## src/rtl/reg_writeback_queue_if.sv

```systemverilog
// Writeback bus bundle: ALU and long-latency result inputs, decode
// reservation, scoreboard/stall feedback and the register-file write port.
interface reg_writeback_queue_if #(
    parameter int DATA_WIDTH = 32,
    parameter int NUM_REGS   = 16,
    parameter int SEL_WIDTH  = 4
);
    logic                  alu_valid;
    logic [SEL_WIDTH-1:0]  alu_sel;
    logic [DATA_WIDTH-1:0] alu_data;
    logic                  long_valid;
    logic                  long_ready;
    logic [SEL_WIDTH-1:0]  long_sel;
    logic [DATA_WIDTH-1:0] long_data;
    logic                  reserve_en;
    logic [SEL_WIDTH-1:0]  reserve_sel;
    logic [NUM_REGS-1:0]   pending;
    logic                  stall_req;
    logic                  write_en;
    logic [SEL_WIDTH-1:0]  write_sel;
    logic [DATA_WIDTH-1:0] write_data;

    // Upstream pipeline / decode side
    modport master (
        output alu_valid, alu_sel, alu_data,
        output long_valid, long_sel, long_data,
        output reserve_en, reserve_sel,
        input  long_ready, pending, stall_req,
        input  write_en, write_sel, write_data
    );

    // Writeback queue side
    modport slave (
        input  alu_valid, alu_sel, alu_data,
        input  long_valid, long_sel, long_data,
        input  reserve_en, reserve_sel,
        output long_ready, pending, stall_req,
        output write_en, write_sel, write_data
    );
endinterface

```

## src/rtl/reg_writeback_queue.sv

```systemverilog
// Register-file writeback stage: ALU results win the single write port,
// long-latency results wait in an in-order FIFO, a scoreboard tracks
// registers still waiting on a long result, and a starvation counter
// forces a drain slot when the ALU keeps the queue blocked too long.
module reg_writeback_queue #(
    parameter int DATA_WIDTH   = 32,
    parameter int NUM_REGS     = 16,
    parameter int SEL_WIDTH    = 4,
    parameter int FIFO_DEPTH   = 4,
    parameter int STARVE_LIMIT = 8
) (
    input  logic                    clk,
    input  logic                    rst_n,
    reg_writeback_queue_if.slave    wb
);
    localparam int PTR_WIDTH = $clog2(FIFO_DEPTH);
    localparam int CNT_WIDTH = $clog2(FIFO_DEPTH + 1);
    localparam int STV_WIDTH = $clog2(STARVE_LIMIT + 1);

    logic [SEL_WIDTH-1:0]  fifo_sel_r  [FIFO_DEPTH];
    logic [DATA_WIDTH-1:0] fifo_data_r [FIFO_DEPTH];
    logic [PTR_WIDTH-1:0]  rd_ptr_r;
    logic [PTR_WIDTH-1:0]  wr_ptr_r;
    logic [CNT_WIDTH-1:0]  count_r;
    logic                  long_ready_r;
    logic [NUM_REGS-1:0]   pending_r;
    logic [STV_WIDTH-1:0]  starve_cnt_r;
    logic                  stall_req_r;
    logic                  write_en_r;
    logic [SEL_WIDTH-1:0]  write_sel_r;
    logic [DATA_WIDTH-1:0] write_data_r;

    logic                  fifo_empty_s;
    logic                  enq_s;
    logic                  deq_s;
    logic [SEL_WIDTH-1:0]  head_sel_s;
    logic [DATA_WIDTH-1:0] head_data_s;
    logic [CNT_WIDTH-1:0]  count_next_s;
    logic [NUM_REGS-1:0]   pending_next_s;
    logic [STV_WIDTH-1:0]  starve_next_s;
    logic                  stall_next_s;

    // Queue handshake: ALU always wins, queue head drains only on idle ALU cycles
    always_comb begin
        fifo_empty_s = (count_r == CNT_WIDTH'(0));
        enq_s        = wb.long_valid && long_ready_r;
        deq_s        = !wb.alu_valid && !fifo_empty_s;
        head_sel_s   = fifo_sel_r[rd_ptr_r];
        head_data_s  = fifo_data_r[rd_ptr_r];
        if (enq_s && !deq_s) begin
            count_next_s = count_r + CNT_WIDTH'(1);
        end else if (!enq_s && deq_s) begin
            count_next_s = count_r - CNT_WIDTH'(1);
        end else begin
            count_next_s = count_r;
        end
    end

    // Scoreboard update: dequeue clears, reservation sets and wins a tie; r0 never pends
    always_comb begin
        pending_next_s = pending_r;
        if (deq_s) begin
            pending_next_s[head_sel_s] = 1'b0;
        end else begin
            pending_next_s = pending_next_s;
        end
        if (wb.reserve_en && (wb.reserve_sel != SEL_WIDTH'(0))) begin
            pending_next_s[wb.reserve_sel] = 1'b1;
        end else begin
            pending_next_s = pending_next_s;
        end
        pending_next_s[0] = 1'b0;
    end

    // Starvation tracking: count ALU-won cycles with a waiting entry, pulse stall at the limit
    always_comb begin
        starve_next_s = STV_WIDTH'(0);
        stall_next_s  = 1'b0;
        if (wb.alu_valid && !fifo_empty_s) begin
            if (starve_cnt_r == STV_WIDTH'(STARVE_LIMIT - 1)) begin
                starve_next_s = STV_WIDTH'(0);
                stall_next_s  = 1'b1;
            end else begin
                starve_next_s = starve_cnt_r + STV_WIDTH'(1);
                stall_next_s  = 1'b0;
            end
        end else begin
            starve_next_s = STV_WIDTH'(0);
            stall_next_s  = 1'b0;
        end
    end

    // FIFO storage, pointers, occupancy and the registered not-full flag
    always_ff @(posedge clk or negedge rst_n) begin
        if (!rst_n) begin
            for (int i = 0; i < FIFO_DEPTH; i++) begin
                fifo_sel_r[i]  <= SEL_WIDTH'(0);
                fifo_data_r[i] <= DATA_WIDTH'(0);
            end
            rd_ptr_r     <= PTR_WIDTH'(0);
            wr_ptr_r     <= PTR_WIDTH'(0);
            count_r      <= CNT_WIDTH'(0);
            long_ready_r <= 1'b1;
        end else begin
            if (enq_s) begin
                fifo_sel_r[wr_ptr_r]  <= wb.long_sel;
                fifo_data_r[wr_ptr_r] <= wb.long_data;
                wr_ptr_r              <= wr_ptr_r + PTR_WIDTH'(1);
            end else begin
                wr_ptr_r <= wr_ptr_r;
            end
            if (deq_s) begin
                rd_ptr_r <= rd_ptr_r + PTR_WIDTH'(1);
            end else begin
                rd_ptr_r <= rd_ptr_r;
            end
            count_r      <= count_next_s;
            long_ready_r <= (count_next_s != CNT_WIDTH'(FIFO_DEPTH));
        end
    end

    // Scoreboard and starvation state registers
    always_ff @(posedge clk or negedge rst_n) begin
        if (!rst_n) begin
            pending_r    <= NUM_REGS'(0);
            starve_cnt_r <= STV_WIDTH'(0);
            stall_req_r  <= 1'b0;
        end else begin
            pending_r    <= pending_next_s;
            starve_cnt_r <= starve_next_s;
            stall_req_r  <= stall_next_s;
        end
    end

    // Write-port register: ALU result, else queue head, else idle holding sel/data
    always_ff @(posedge clk or negedge rst_n) begin
        if (!rst_n) begin
            write_en_r   <= 1'b0;
            write_sel_r  <= SEL_WIDTH'(0);
            write_data_r <= DATA_WIDTH'(0);
        end else if (wb.alu_valid) begin
            write_en_r   <= (wb.alu_sel != SEL_WIDTH'(0));
            write_sel_r  <= wb.alu_sel;
            write_data_r <= wb.alu_data;
        end else if (deq_s) begin
            write_en_r   <= (head_sel_s != SEL_WIDTH'(0));
            write_sel_r  <= head_sel_s;
            write_data_r <= head_data_s;
        end else begin
            write_en_r   <= 1'b0;
            write_sel_r  <= write_sel_r;
            write_data_r <= write_data_r;
        end
    end

    assign wb.long_ready = long_ready_r;
    assign wb.pending    = pending_r;
    assign wb.stall_req  = stall_req_r;
    assign wb.write_en   = write_en_r;
    assign wb.write_sel  = write_sel_r;
    assign wb.write_data = write_data_r;
endmodule

```

## src/flat_wrapper.sv

```systemverilog
// flat-port wrapper written by rule: the top's interface ports become plain ports
module reg_writeback_queue_flat 
#(
    parameter int DATA_WIDTH   = 32,
    parameter int NUM_REGS     = 16,
    parameter int SEL_WIDTH    = 4,
    parameter int FIFO_DEPTH   = 4,
    parameter int STARVE_LIMIT = 8
)
  (clk, rst_n, wb_alu_valid, wb_alu_sel, wb_alu_data, wb_long_valid, wb_long_sel, wb_long_data, wb_reserve_en, wb_reserve_sel, wb_long_ready, wb_pending, wb_stall_req, wb_write_en, wb_write_sel, wb_write_data);
  reg_writeback_queue_if #(.DATA_WIDTH(DATA_WIDTH), .NUM_REGS(NUM_REGS), .SEL_WIDTH(SEL_WIDTH)) wb_i ();
  input  logic clk;
  input  logic rst_n;
  input wire logic [$bits(wb_i.alu_valid)-1:0] wb_alu_valid;
  input wire logic [$bits(wb_i.alu_sel)-1:0] wb_alu_sel;
  input wire logic [$bits(wb_i.alu_data)-1:0] wb_alu_data;
  input wire logic [$bits(wb_i.long_valid)-1:0] wb_long_valid;
  input wire logic [$bits(wb_i.long_sel)-1:0] wb_long_sel;
  input wire logic [$bits(wb_i.long_data)-1:0] wb_long_data;
  input wire logic [$bits(wb_i.reserve_en)-1:0] wb_reserve_en;
  input wire logic [$bits(wb_i.reserve_sel)-1:0] wb_reserve_sel;
  output wire logic [$bits(wb_i.long_ready)-1:0] wb_long_ready;
  output wire logic [$bits(wb_i.pending)-1:0] wb_pending;
  output wire logic [$bits(wb_i.stall_req)-1:0] wb_stall_req;
  output wire logic [$bits(wb_i.write_en)-1:0] wb_write_en;
  output wire logic [$bits(wb_i.write_sel)-1:0] wb_write_sel;
  output wire logic [$bits(wb_i.write_data)-1:0] wb_write_data;
  assign wb_i.alu_valid = wb_alu_valid;
  assign wb_i.alu_sel = wb_alu_sel;
  assign wb_i.alu_data = wb_alu_data;
  assign wb_i.long_valid = wb_long_valid;
  assign wb_i.long_sel = wb_long_sel;
  assign wb_i.long_data = wb_long_data;
  assign wb_i.reserve_en = wb_reserve_en;
  assign wb_i.reserve_sel = wb_reserve_sel;
  assign wb_long_ready = wb_i.long_ready;
  assign wb_pending = wb_i.pending;
  assign wb_stall_req = wb_i.stall_req;
  assign wb_write_en = wb_i.write_en;
  assign wb_write_sel = wb_i.write_sel;
  assign wb_write_data = wb_i.write_data;
  reg_writeback_queue #(.DATA_WIDTH(DATA_WIDTH), .NUM_REGS(NUM_REGS), .SEL_WIDTH(SEL_WIDTH), .FIFO_DEPTH(FIFO_DEPTH), .STARVE_LIMIT(STARVE_LIMIT)) u_core (.clk(clk), .rst_n(rst_n), .wb(wb_i));
endmodule
```

## config.mk

```make
export PLATFORM = sky130hd
export DESIGN_NAME = reg_writeback_queue_flat
export DESIGN_NICKNAME = d
export VERILOG_FILES = /design/src/rtl/reg_writeback_queue_if.sv /design/src/rtl/reg_writeback_queue.sv /design/src/flat_wrapper.sv
export SDC_FILE = /design/constraint.sdc
export NUM_CORES = 1
export LEC_CHECK = 0
export CORE_MARGIN = 4
export CORE_UTILIZATION = 59
export CTS_CLUSTER_SIZE = 12
export DETAILED_ROUTE_END_ITERATION = 8
export PLACE_DENSITY_LB_ADDON = 0.08
export SLEW_MARGIN = 20
export SYNTH_ARGS = -nofsm -noshare
export SYNTH_HDL_FRONTEND = slang
export SYNTH_SLANG_ARGS = --single-unit
```

## constraint.sdc

```tcl
create_clock -name clk -period 4.4 [get_ports clk]
set_input_delay 0.88 -clock clk [delete_from_list [all_inputs] [get_ports clk]]
set_output_delay 0.88 -clock clk [all_outputs]
set_load 0.01 [all_outputs]
```

==> results.md <==
* Status: complete, no violations
* FF-to-FF End: u_core.wb.write_data[0]
* Layout cell share with drive strength beyond 1 at 29.37%
* Maximum VDD drop at 0.0004043 V
* Fillers at 967
* Period utilization at 61.89%
* Maxcap violations at 0
* Synth Area per Inst at 14.24 um2
* Critical path class: in2reg
* # DRC at 0
* Initial core utilization at 60.56%
* Fmax at 0.3672 GHz
* Syn. warnings at 0
* Drt first pass iters at 5
* TritonCTS sink count at 209
* Placed cell area at 10700 um2
* WL/cell at 19.35 um
* Max Slew Vio Count at 0
* Final setup margin at 1.677 ns
* FF+latch count, synth at 209
* Root Buffer: clkbuf_16
* Initial antenna violation count at 0
* I/O pins at 136
* # port buffers at 134
* First-pass GRT wire length at 32130 um
* Final instance area at 11450 um2
* Slowest cell on crit path: nand2_2
* Initial DRC Count at 289
* Rel. slew slack at 27.70%
* Final std cells w/o fill at 1001
* Placed Cells at 962
* End point of the critical path: u_core.fifo_data_r[9]
* Power Density at 763.2 nW/um2
* Post-CTS Resized at 0
* Die height at 133.1 um
* Post-CTS Setup Bufs at 0
* Clock Tree Buf Depth at 3
* Critical path launch point: wb_long_valid
* Pre-CTS setup slack at 1.168 ns
* Grt total ovfl at 0
* Via count at 5759
* Setup TNS at 0 ns
* Hold-fix buffers, CTS at 0
* Core box area at 15260 um2
* CP Capture Type: flip-flop
* CP max stage delay at 0.74 ns
* Critical path required time at 4.77 ns
* Total CTS buffers at 23
* Worst EP arrival at 3.10 ns
* Setup Viol. Count Final at 0
* N_diodes at 0
* Worst hold path class: in2async
* Tot GR Track Use at 22.35%
* Reg2reg path depth at 4
* Flop2flop setup slack at 1.98 ns
* Routed Antenna Nets at 0
* Pin count of the biggest net entering global routing at 106
* Syn nets at 738
* Post-synthesis cell type count at 41
* Crit Reg-Reg Startpoint: u_core.rd_ptr_r[0]
* Register area share after synthesis at 56.61%
* Avg Vias per Cell at 5.753
* Area Growth Syn to Fin at 23.97%
* Skew final at 0.008440 ns
* Placer Congestion at 0.7871
* Layout Nets at 865
* Die Width at 133.1 um
* Worst-path maximum fanout at 36
* Die ar. at 17730 um2
* Synthesized area at 9240 um2
* Number of core rows at 45
* Mapped Cells at 649
* Min Hold Slack at 0.4586 ns
* Hold Violations, Final at 0
* Cells along the critical path: clkdlybuf4s50_1 > and2_1 > nand2_2 > mux2_2
* Final min period at 2.723 ns
* Worst-margin pin slew at 1.081 ns
* Static Leakage at 5.005 nW
* Clk pin slew, worst setup/hold paths at 0.06 ns
* Vias in the first global route at 6162
* CP Launch Type: input pin
* Clock latency on the worst-skew pair at 0.49 ns
* H-tree Lvls at 1
* Post-DP HPWL at 12250 um
* CTS tree: yes
* Final WL at 19370 um
* RSZ-0062 raised after global routing: false
==> worst min path at each step <==
stage	from	end	slack (ns)	depth (start not counted)
3_3_place_gp	u_core.starve_cnt_r[0]	u_core.starve_cnt_r[0]	0.46	1
6_report	rst_n	u_core.fifo_sel_r[9]	0.46	1
3_5_place_dp	u_core.starve_cnt_r[3]	u_core.wb.stall_req	0.48	1
5_1_grt	u_core.fifo_sel_r[6]	u_core.fifo_sel_r[6]	0.51	1
4_1_cts	rst_n	u_core.fifo_sel_r[9]	0.50	1
2_1_floorplan	u_core.starve_cnt_r[0]	u_core.starve_cnt_r[0]	0.44	1
==> metrics by stage <==
| step | power (mW) | util, % |
|---|---|---|
| final | 8.743 | 75.07 |
| after global routing | 9.283 | 75.07 |
| after CTS | 8.844 | 75.07 |
| after detailed placement | 6.925 | 70.13 |
| after global placement | 6.722 | 70.13 |
| after floorplan | 5.719 | - |
==> critical path, delay by kind of cell <==
family / cells / cell delay (ns)
buf+inv: 1 / 0.47
simple gates: 2 / 1.18
mux: 1 / 0.54
==> flip-flops by register name, summed over array words and instances (netlist names) <==
name / flops
u_core.fifo_data_r: 128
u_core.wb.long_ready: 1
u_core.wb.pending: 15
u_core.wr_ptr_r: 2
u_core.rd_ptr_r: 2
u_core.wb.stall_req: 1
u_core.wb.write_sel: 4
u_core.wb.write_data: 32
u_core.starve_cnt_r: 4
u_core.count_r: 3
u_core.wb.write_en: 1
u_core.fifo_sel_r: 16
==> report_power, final <==
group	switching (mW)	leakage, nW	total [mW]	internal (mW)
clock	0.718	0.375	1.88	1.16
combinational	1.31	2.13	3.35	2.04
sequential	0.633	2.50	3.52	2.88
total	2.66	5.01	8.74	6.08
==> per-layer routing <==
metal	global-route usage [%]	wire [um]
met5	0	0
met1	31.50	8472
met3	4.003	1047
met4	5.486	355
met2	36.77	9498
==> synth_stat cells <==
library cell  number  area [um2]
and2_1             1       6.260
dfrtp_1          208        5205
mux4_1             2       52.55
or3b_1             1       8.760
maj3_1             1       10.01
o21ai_0           52       260.3
o211ai_1           1       7.510
o41ai_1            2       17.52
nor2_1             5       18.77
mux4_2            34       765.7
o31ai_1            3       22.52
buf_4              3       22.52
or2_4              1       8.760
buf_2             21       105.1
nand2_1           60       225.2
nor3b_1            1       7.510
o32ai_1            1       8.760
dfstp_2            1       26.28
conb_1             1       3.750
buf_6              1       11.26
mux2i_1           36       360.4
inv_1              5       18.77
buf_1              1       3.750
clkbuf_1          11       41.29
a21oi_1            2       10.01
and3_1             1       6.260
nand3b_1           2       15.01
xor2_1             1       8.760
xnor2_1            6       52.55
ha_1               8       100.1
buf_12             1       20.02
nor2b_1            3       18.77
nand2b_4           1       13.76
o221ai_1           1       8.760
o22ai_1            2       12.51
o21ai_1            9       45.04
nand2b_1           6       37.54
mux2_2           144        1622
nand3_1            4       20.02
or3_4              1       11.26
nor3_1             4       20.02
==> layout make-up <==
cell class                 instances  area, um2  area share (%)
clock buffer                      36      714.4           6.237
clock inverter                     3      40.04          0.3495
inverter                           5      18.77          0.1638
multi-input combinational        397       3799           33.16
sequential                       209       5234           45.69
tap                              211      264.0           2.305
timing repair buffer             140       1385           12.09
==> cell usage in the layout (no fill, tap or decap), types with 4 or more instances in the layout <==
| cell | instances |
|---|---|
| buf_4 | 6 |
| clkbuf_1 | 4 |
| clkbuf_16 | 23 |
| clkbuf_8 | 10 |
| clkdlybuf4s50_1 | 132 |
| dfrtp_1 | 206 |
| ha_1 | 8 |
| inv_1 | 5 |
| mux2_2 | 144 |
| mux2i_1 | 36 |
| mux4_2 | 34 |
| nand2_1 | 56 |
| nand2_2 | 4 |
| nand2b_1 | 5 |
| nand3_1 | 4 |
| nor2_1 | 5 |
| nor3_1 | 4 |
| o21ai_0 | 52 |
| o21ai_1 | 9 |
| xnor2_1 | 6 |
==> logic make-up (layout without fill, tap and decap cells) <==
logic type | Yosys count | after routing | share of synthesized area, %
adder cells (fa/ha/maj) | 9 | 9 | 1.192
flip-flops | 209 | 209 | 56.61
other | 1 | 1 | 0.04058
buffers and inverters | 43 | 184 | 2.410
XOR/XNOR | 7 | 7 | 0.6635
AO/OA/AOI/OAI | 73 | 73 | 4.252
multiplexers | 216 | 216 | 30.30
AND/OR/NAND/NOR | 91 | 91 | 4.523
Power figures use the tool's default switching activity.
